$ cat config.mk
export PLATFORM = sky130hd
export DESIGN_NAME = q294_ti_pipe_flat
export DESIGN_NICKNAME = d
export VERILOG_FILES = /design/src/rtl/q294_ti_pipe_if.sv /design/src/rtl/q294_ti_pipe.sv /design/src/flat_wrapper.sv
export SDC_FILE = /design/constraint.sdc
export NUM_CORES = 1
export LEC_CHECK = 0
export CORE_ASPECT_RATIO = 0.75
export CORE_UTILIZATION = 46
export CTS_CLUSTER_SIZE = 14
export DETAILED_ROUTE_END_ITERATION = 16
export PLACE_DENSITY = 0.82
export SYNTH_ARGS = -nofsm -noshare
export SYNTH_HDL_FRONTEND = slang
export SYNTH_SLANG_ARGS = --single-unit
$ cat constraint.sdc
create_clock -name clk -period 1.6 [get_ports clk]
set_input_delay 0.32 -clock clk [delete_from_list [all_inputs] [get_ports clk]]
set_output_delay 0.32 -clock clk [all_outputs]
set_load 0.02 [all_outputs]
$ cat src/rtl/q294_ti_pipe_if.sv
// Beat-level handshake and 3-share data bus for the Q294 threshold pipe.
// The slave modport is the pipe's view; the master modport is the S-box sequencer's view.
interface q294_ti_pipe_if #(
    parameter int NIBBLES = 16
);
    logic                   in_valid;
    logic                   in_ready;
    logic [4*NIBBLES-1:0]   in_sh0;
    logic [4*NIBBLES-1:0]   in_sh1;
    logic [4*NIBBLES-1:0]   in_sh2;
    logic [NIBBLES-1:0]     nib_en;
    logic                   out_valid;
    logic                   out_ready;
    logic [4*NIBBLES-1:0]   out_sh0;
    logic [4*NIBBLES-1:0]   out_sh1;
    logic [4*NIBBLES-1:0]   out_sh2;

    modport slave (
        input  in_valid, in_sh0, in_sh1, in_sh2, nib_en, out_ready,
        output in_ready, out_valid, out_sh0, out_sh1, out_sh2
    );

    modport master (
        output in_valid, in_sh0, in_sh1, in_sh2, nib_en, out_ready,
        input  in_ready, out_valid, out_sh0, out_sh1, out_sh2
    );
endinterface

$ cat src/rtl/q294_ti_pipe.sv
// 3-share threshold implementation of quadratic class Q294, valid/ready pipelined.
// Output share i depends only on input shares i and i+1 (mod 3); shares are never recombined.
module q294_ti_pipe #(
    parameter int NIBBLES = 16,   // 1..16
    parameter int STAGES  = 1     // 1 or 2
) (
    input  logic          clk,
    input  logic          rst_n,
    q294_ti_pipe_if.slave bus
);
    localparam int W = 4 * NIBBLES;

    function automatic logic [3:0] share_fn(input logic [3:0] a, input logic [3:0] b);
        logic [3:0] y;
        y[3] = a[3];
        y[2] = a[2];
        y[1] = a[1] ^ (a[3] & a[2]) ^ (a[3] & b[2]) ^ (b[3] & a[2]);
        y[0] = a[0] ^ (a[3] & a[1]) ^ (a[3] & b[1]) ^ (b[3] & a[1]);
        return y;
    endfunction

    logic               w_f_valid;
    logic               w_f_ready;
    logic [W-1:0]       w_f_sh0;
    logic [W-1:0]       w_f_sh1;
    logic [W-1:0]       w_f_sh2;
    logic [NIBBLES-1:0] w_f_en;
    logic [W-1:0]       w_y_sh0;
    logic [W-1:0]       w_y_sh1;
    logic [W-1:0]       w_y_sh2;

    logic               r_out_valid;
    logic [W-1:0]       r_out_sh0;
    logic [W-1:0]       r_out_sh1;
    logic [W-1:0]       r_out_sh2;

    genvar gi;

    generate
        if (STAGES == 2) begin : g_in_reg
            logic               r_s1_valid;
            logic [W-1:0]       r_s1_sh0;
            logic [W-1:0]       r_s1_sh1;
            logic [W-1:0]       r_s1_sh2;
            logic [NIBBLES-1:0] r_s1_en;
            logic               w_in_ready;

            assign w_in_ready   = !r_s1_valid || w_f_ready;
            assign bus.in_ready = w_in_ready;

            always_ff @(posedge clk or negedge rst_n) begin
                if (!rst_n) begin
                    r_s1_valid <= 1'b0;
                    r_s1_sh0   <= '0;
                    r_s1_sh1   <= '0;
                    r_s1_sh2   <= '0;
                    r_s1_en    <= '0;
                end else begin
                    if (w_in_ready) begin
                        r_s1_valid <= bus.in_valid;
                    end
                    // Data moves only on an actual transfer so idle cycles cause no share toggling.
                    if (bus.in_valid && w_in_ready) begin
                        r_s1_sh0 <= bus.in_sh0;
                        r_s1_sh1 <= bus.in_sh1;
                        r_s1_sh2 <= bus.in_sh2;
                        r_s1_en  <= bus.nib_en;
                    end
                end
            end

            assign w_f_valid = r_s1_valid;
            assign w_f_sh0   = r_s1_sh0;
            assign w_f_sh1   = r_s1_sh1;
            assign w_f_sh2   = r_s1_sh2;
            assign w_f_en    = r_s1_en;
        end else begin : g_no_in_reg
            assign bus.in_ready = w_f_ready;
            assign w_f_valid    = bus.in_valid;
            assign w_f_sh0      = bus.in_sh0;
            assign w_f_sh1      = bus.in_sh1;
            assign w_f_sh2      = bus.in_sh2;
            assign w_f_en       = bus.nib_en;
        end
    endgenerate

    generate
        for (gi = 0; gi < NIBBLES; gi++) begin : g_nib
            assign w_y_sh0[4*gi +: 4] = w_f_en[gi] ? share_fn(w_f_sh0[4*gi +: 4], w_f_sh1[4*gi +: 4])
                                                   : w_f_sh0[4*gi +: 4];
            assign w_y_sh1[4*gi +: 4] = w_f_en[gi] ? share_fn(w_f_sh1[4*gi +: 4], w_f_sh2[4*gi +: 4])
                                                   : w_f_sh1[4*gi +: 4];
            assign w_y_sh2[4*gi +: 4] = w_f_en[gi] ? share_fn(w_f_sh2[4*gi +: 4], w_f_sh0[4*gi +: 4])
                                                   : w_f_sh2[4*gi +: 4];
        end
    endgenerate

    // The output register is the glitch barrier after the nonlinear layer.
    assign w_f_ready = !r_out_valid || bus.out_ready;

    always_ff @(posedge clk or negedge rst_n) begin
        if (!rst_n) begin
            r_out_valid <= 1'b0;
            r_out_sh0   <= '0;
            r_out_sh1   <= '0;
            r_out_sh2   <= '0;
        end else begin
            if (w_f_ready) begin
                r_out_valid <= w_f_valid;
            end
            if (w_f_valid && w_f_ready) begin
                r_out_sh0 <= w_y_sh0;
                r_out_sh1 <= w_y_sh1;
                r_out_sh2 <= w_y_sh2;
            end
        end
    end

    assign bus.out_valid = r_out_valid;
    assign bus.out_sh0   = r_out_sh0;
    assign bus.out_sh1   = r_out_sh1;
    assign bus.out_sh2   = r_out_sh2;
endmodule

$ cat src/flat_wrapper.sv
// flat-port wrapper written by rule: the top's interface ports become plain ports
module q294_ti_pipe_flat 
#(
    parameter int NIBBLES = 16,           
    parameter int STAGES  = 1              
)
  (clk, rst_n, bus_in_valid, bus_in_sh0, bus_in_sh1, bus_in_sh2, bus_nib_en, bus_out_ready, bus_in_ready, bus_out_valid, bus_out_sh0, bus_out_sh1, bus_out_sh2);
  q294_ti_pipe_if #(.NIBBLES(NIBBLES)) bus_i ();
  input  logic clk;
  input  logic rst_n;
  input wire logic [$bits(bus_i.in_valid)-1:0] bus_in_valid;
  input wire logic [$bits(bus_i.in_sh0)-1:0] bus_in_sh0;
  input wire logic [$bits(bus_i.in_sh1)-1:0] bus_in_sh1;
  input wire logic [$bits(bus_i.in_sh2)-1:0] bus_in_sh2;
  input wire logic [$bits(bus_i.nib_en)-1:0] bus_nib_en;
  input wire logic [$bits(bus_i.out_ready)-1:0] bus_out_ready;
  output wire logic [$bits(bus_i.in_ready)-1:0] bus_in_ready;
  output wire logic [$bits(bus_i.out_valid)-1:0] bus_out_valid;
  output wire logic [$bits(bus_i.out_sh0)-1:0] bus_out_sh0;
  output wire logic [$bits(bus_i.out_sh1)-1:0] bus_out_sh1;
  output wire logic [$bits(bus_i.out_sh2)-1:0] bus_out_sh2;
  assign bus_i.in_valid = bus_in_valid;
  assign bus_i.in_sh0 = bus_in_sh0;
  assign bus_i.in_sh1 = bus_in_sh1;
  assign bus_i.in_sh2 = bus_in_sh2;
  assign bus_i.nib_en = bus_nib_en;
  assign bus_i.out_ready = bus_out_ready;
  assign bus_in_ready = bus_i.in_ready;
  assign bus_out_valid = bus_i.out_valid;
  assign bus_out_sh0 = bus_i.out_sh0;
  assign bus_out_sh1 = bus_i.out_sh1;
  assign bus_out_sh2 = bus_i.out_sh2;
  q294_ti_pipe #(.NIBBLES(NIBBLES), .STAGES(STAGES)) u_core (.clk(clk), .rst_n(rst_n), .bus(bus_i));
endmodule
======== Word level (Yosys, flattened, before mapping) ========
Index checks and enable logic that the tools add are counted.
storage, ports and cells
  memories ................................ 0
  output and inout port bits .............. 194
  bits in read-only memories .............. 0
  bits in latches ......................... 0
  bits in registers ....................... 193
  bits in writable memories ............... 0
  logic and storage cells ................. 631
  bits of input ports ..................... 212
cells by class
  shifts and indexed selects .............. 0
  equality and inequality tests ........... 0
  multiplexer cells ....................... 48
  div/mod/pow operators ................... 0
  multiply operators ...................... 0
  reduce and logical (&&, ||, !) cells .... 3
  order comparisons ....................... 0
  bitwise logic cells ..................... 576
  add/subtract/negate cells ............... 0
operators by type and width
  kind               count
  $and 1x1->1        288
  $xor 1x1->1        288
  $mux 2             48
  $logic_and 1x1->1  1
  $logic_not 1->1    1
  $logic_or 1x1->1   1

======== Logic depth before layout (Yosys ltp) ========
  depth in word-level cells ............... 5
  depth in mapped cells ................... 7

======== Worst setup path before layout ========
No wires, ideal clock.
  path type ............................... register to register
  start point ............................. reg u_core.r_out_valid (netlist: u_core.bus.out_valid)
  end point ............................... reg u_core.r_out_sh0[39] (netlist: u_core.bus.out_sh0[39])
  slack ................................... 0.064 ns
  data arrival time ....................... 1.412 ns
  cell stages (with the launch flop) ...... 7
  path buffers ............................ 3
  library setup time ...................... 0.125 ns
  period minus slack after synthesis ...... 1.536 ns
  cells stage by stage .................... dfrtp_1 nand2b_4 nand2_2 buf_6 buf_6 buf_6 mux2_2
between the ends
  longest elaborated chain between the ends .. 3
RTL lines
  element                 RTL line             RTL
  start, declared         q294_ti_pipe.sv:32   logic r_out_valid;
  start signal, assigned  q294_ti_pipe.sv:109  r_out_valid <= w_f_valid;
  $logic_not 1->1         q294_ti_pipe.sv:99   assign w_f_ready = !r_out_valid || bus.out_ready;
  $logic_or 1x1->1        q294_ti_pipe.sv:99
  net bus_in_ready        flat_wrapper.sv:17   output wire logic [$bits(bus_i.in_ready)-1:0] bus_in_ready;
  $logic_and 1x1->1       q294_ti_pipe.sv:111  if (w_f_valid && w_f_ready) begin
  end signal, assigned    q294_ti_pipe.sv:112  r_out_sh0 <= w_y_sh0;
  end, declared           q294_ti_pipe.sv:33   logic [W-1:0] r_out_sh0;
The timed path passes the listed nets, and every way through them passes these cells.
A chain may end at the register's enable or synchronous reset.

======== Worst setup path in the final report ========
  start point ............................. in bus_in_sh0[19]
  end point ............................... reg u_core.r_out_sh2[16] (netlist: u_core.bus.out_sh2[16])
between the ends
  longest elaborated chain between the ends .. 3
RTL lines
  element               RTL line             RTL
  start, declared       flat_wrapper.sv:12   input wire logic [$bits(bus_i.in_sh0)-1:0] bus_in_sh0;
  $and 1x1->1           q294_ti_pipe.sv:18   y[0] = a[0] ^ (a[3] & a[1]) ^ (a[3] & b[1]) ^ (b[3] & a[1]);
  $xor 1x1->1           q294_ti_pipe.sv:18
  $mux 2                q294_ti_pipe.sv:93   assign w_y_sh2[4*gi +: 4] = w_f_en[gi] ? share_fn(w_f_sh2[4*gi +: 4], w_f_sh0[4*gi +: 4])
  end signal, assigned  q294_ti_pipe.sv:114  r_out_sh2 <= w_y_sh2;
  end, declared         q294_ti_pipe.sv:35   logic [W-1:0] r_out_sh2;
No other way between the ends.

==> metrics <==
grt ovf 0; post-route cell area 17290 sq um; Setup Buffers After CTS 0; worst slack at placement -0.3284 ns; share of post-route cells with drive strength above 1 17.95%; PortBufs 405; cell count after synthesis 1239; Site Rows 49; core area 24030 sq um; clk sinks 193; EDFF count, synth 0; kind of critical path in2reg; R2R Setup Slk 0.23 ns; placed cell area 16900 sq um; min setup slack post-route 0.04975 ns; status finished clean; I/O pin total 406; vias 11.41k; Seq cells post-synth 193; Power Density 895.7 nW/um^2; reg2reg path depth 4; min Tclk post-route 1.550 ns; CP Max Fanout 11; WL final 36.23 mm; worst r2r src u_core.bus.out_valid; DR iter-0 viols 665; vias in the first global route 10.90k; Mean Syn Cell Area 9.101 sq um; YS warnings 0; Post-Syn Area 11280 sq um; critical path endpoint category flip-flop; die area 25150 sq um; max-slew violation count 0; HP Class in2async; Seq/Total Area, Yosys 42.83%; RSZ-0062 raised after global routing no; Setup Viol. Count Final 0; Max rail drop VDD 0.8009 mV; multiplexer area fraction after synthesis 6.480%; first-pass GRT wire length 55.55 mm; Synth Flop Type dfrtp_1; post-detailed-route wirelength per cell 17.00 um; endpoints failing hold 0; Die Ht 137.6 um; worst r2r dst u_core.bus.out_sh0[23]; clk root buf clkbuf_16; Rel. slew slack 70.95%; CTS tree yes; share of synthesized registers carrying an async set or reset 100.0%; worst-margin pin slew 0.4358 ns; crit start category primary input; gr usage total 27.96%; largest net degree at the start of global routing 50; post-synthesis compound-gate area fraction 18.23%; initial core utilization 46.92%; Final Util 71.92%; DP Wirelength 27.45 mm; Placer Congestion 0.9185; Worst Path Arrival 1.91 ns; Period Utilization, post-route 96.89%; DRT Pass-1 Iters 5; Pleak 8.089 nW; Antenna Nets Post-Route 0; CTS max path bufs 2; initial antenna violation count 1; largest family of logic cells by synthesized area simple AND/OR/NAND/NOR gates; post-synthesis cell type count 31; drt via density 5.356; Layout Skew 0.007997 ns; XOR/XNOR Fraction of Synth Area 7.457%; total CTS buffers 17; Worst Path Required 1.96 ns; FILL cells 1881; Clock Pin Slew Worst Setup and Hold Paths 0.07 ns; simple-gate share of the synthesized area 20.03%; nets 1998; H-tree depth 4; Max Freq 645.1 MHz; post-detailed-route DRC marker count 0; max_cap viols 0; Clk Latency, worst-skew pair 0.43 ns; Syn-to-layout area delta 53.30%; syn nets 1451; adder-cell share of the synthesized area 0%; die width 182.8 um
## stage by stage
| step | instances | setup TNS (ns) | hold slack (ns) | power [mW] |
|---|---|---|---|---|
| finish | 2131 | 0 | 0.3915 | 15.48 |
| detailed placement | 2097 | -33.17 | 0.3074 | 11.69 |
| CTS | 2130 | 0 | 0.4048 | 15.59 |
| global route | 2131 | 0 | 0.4125 | 16.22 |
| floorplan | 1239 | 0 | 0.02441 | 8.500 |
| global placement | 2097 | -27.14 | 0.3051 | 11.52 |
## layer usage
metal  track usage (%)  wire length [um]  part of all wire [%]
met1             33.04             14420                    40
met2             48.79             18010                    50
met3             8.221              2910                   8.0
met4             9.630               886                   2.4
met5                 0                 0                     0
## cell usage in the layout, fill, tap and decap left out, types with 48 or more instances in the layout
cell type	count
nand2_1	251
clkdlybuf4s50_1	208
xor2_1	80
mux2_2	64
o21ai_0	148
dlygate4sd2_1	193
a21oi_1	48
o31ai_1	48
buf_4	184
dfrtp_1	193
## synthesized netlist by cell type (4+ instances only)
library cell | number | share of area (%)
a21oi_1 | 48 | 2.1
a31o_2 | 16 | 1.2
and3_1 | 16 | 0.89
and3b_1 | 15 | 1.2
buf_2 | 49 | 2.2
buf_6 | 8 | 0.80
clkbuf_1 | 12 | 0.40
dfrtp_1 | 193 | 43
inv_1 | 34 | 1.1
inv_2 | 14 | 0.47
mux2_2 | 64 | 6.4
nand2_1 | 251 | 8.4
nand2b_1 | 4 | 0.22
nand3b_1 | 16 | 1.1
nor2b_1 | 31 | 1.7
nor3b_1 | 32 | 2.1
nor4b_1 | 17 | 1.3
nor4bb_1 | 32 | 2.8
o211a_1 | 15 | 1.3
o21ai_0 | 148 | 6.6
o21ai_1 | 43 | 1.9
o22ai_1 | 29 | 1.6
o31ai_1 | 49 | 3.3
xnor2_1 | 16 | 1.2
xor2_1 | 80 | 6.2
## power by group
group / switching, mW / leakage [nW] / internal (mW)
Sequential: 0.378 / 2.33 / 5.62
Combinational: 2.79 / 5.47 / 2.27
Clock: 1.98 / 0.286 / 2.45
Total: 5.14 / 8.09 / 10.3
## cells by family (layout without fill, tap and decap cells)
| kind of cell | Yosys count | count (layout) |
|---|---|---|
| AND/OR/NAND/NOR | 418 | 418 |
| AO/OA/AOI/OAI | 350 | 350 |
| multiplexers | 65 | 65 |
| flip-flops | 193 | 193 |
| other | 0 | 1 |
| XOR/XNOR | 96 | 96 |
| buffers and inverters | 117 | 677 |
## worst max-delay path, cell delays in order
cell             delay, ns
clkdlybuf4s50_1       0.59
nor2b_2               0.23
nor3b_1               0.29
o21ai_0               0.18
xor2_1                0.16
o21ai_0               0.13
## state kept, by name (all words and copies together), names as in the netlist
| signal | count |
|---|---|
| u_core.bus.out_valid | 1 |
| u_core.bus.out_sh0 | 64 |
| u_core.bus.out_sh1 | 64 |
| u_core.bus.out_sh2 | 64 |
## final cells by class
cell class | instances | area, sq um | area share [%]
antenna | 1 | 2.502 | 0.01448
clock buffer | 21 | 470.5 | 2.722
clock inverter | 11 | 127.6 | 0.7383
inverter | 48 | 180.2 | 1.042
multi-input combinational | 929 | 5907 | 34.17
sequential | 193 | 4830 | 27.94
tap | 331 | 414.1 | 2.396
timing repair buffer | 597 | 5354 | 30.97
## worst max path at each step
stage	to	slack (ns)	start
4_1_cts	bus_in_ready	0.03	u_core.bus.out_valid
3_5_place_dp	u_core.bus.out_sh0[13]	-0.33	bus_in_sh0[15]
6_report	u_core.bus.out_sh2[16]	0.05	bus_in_sh0[19]
2_1_floorplan	u_core.bus.out_sh0[39]	0.06	u_core.bus.out_valid
5_1_grt	u_core.bus.out_sh2[16]	0.005	bus_in_sh0[19]
3_3_place_gp	u_core.bus.out_sh0[0]	-0.29	bus_in_sh0[3]
## timing repair
item,CTS,global route
endpoints found under the setup margin,194,4
gates resized for setup,196,4
hold buffers,1,0
hold endpoints to repair,37,0
Note: power is estimated with default switching activity, not from simulation.
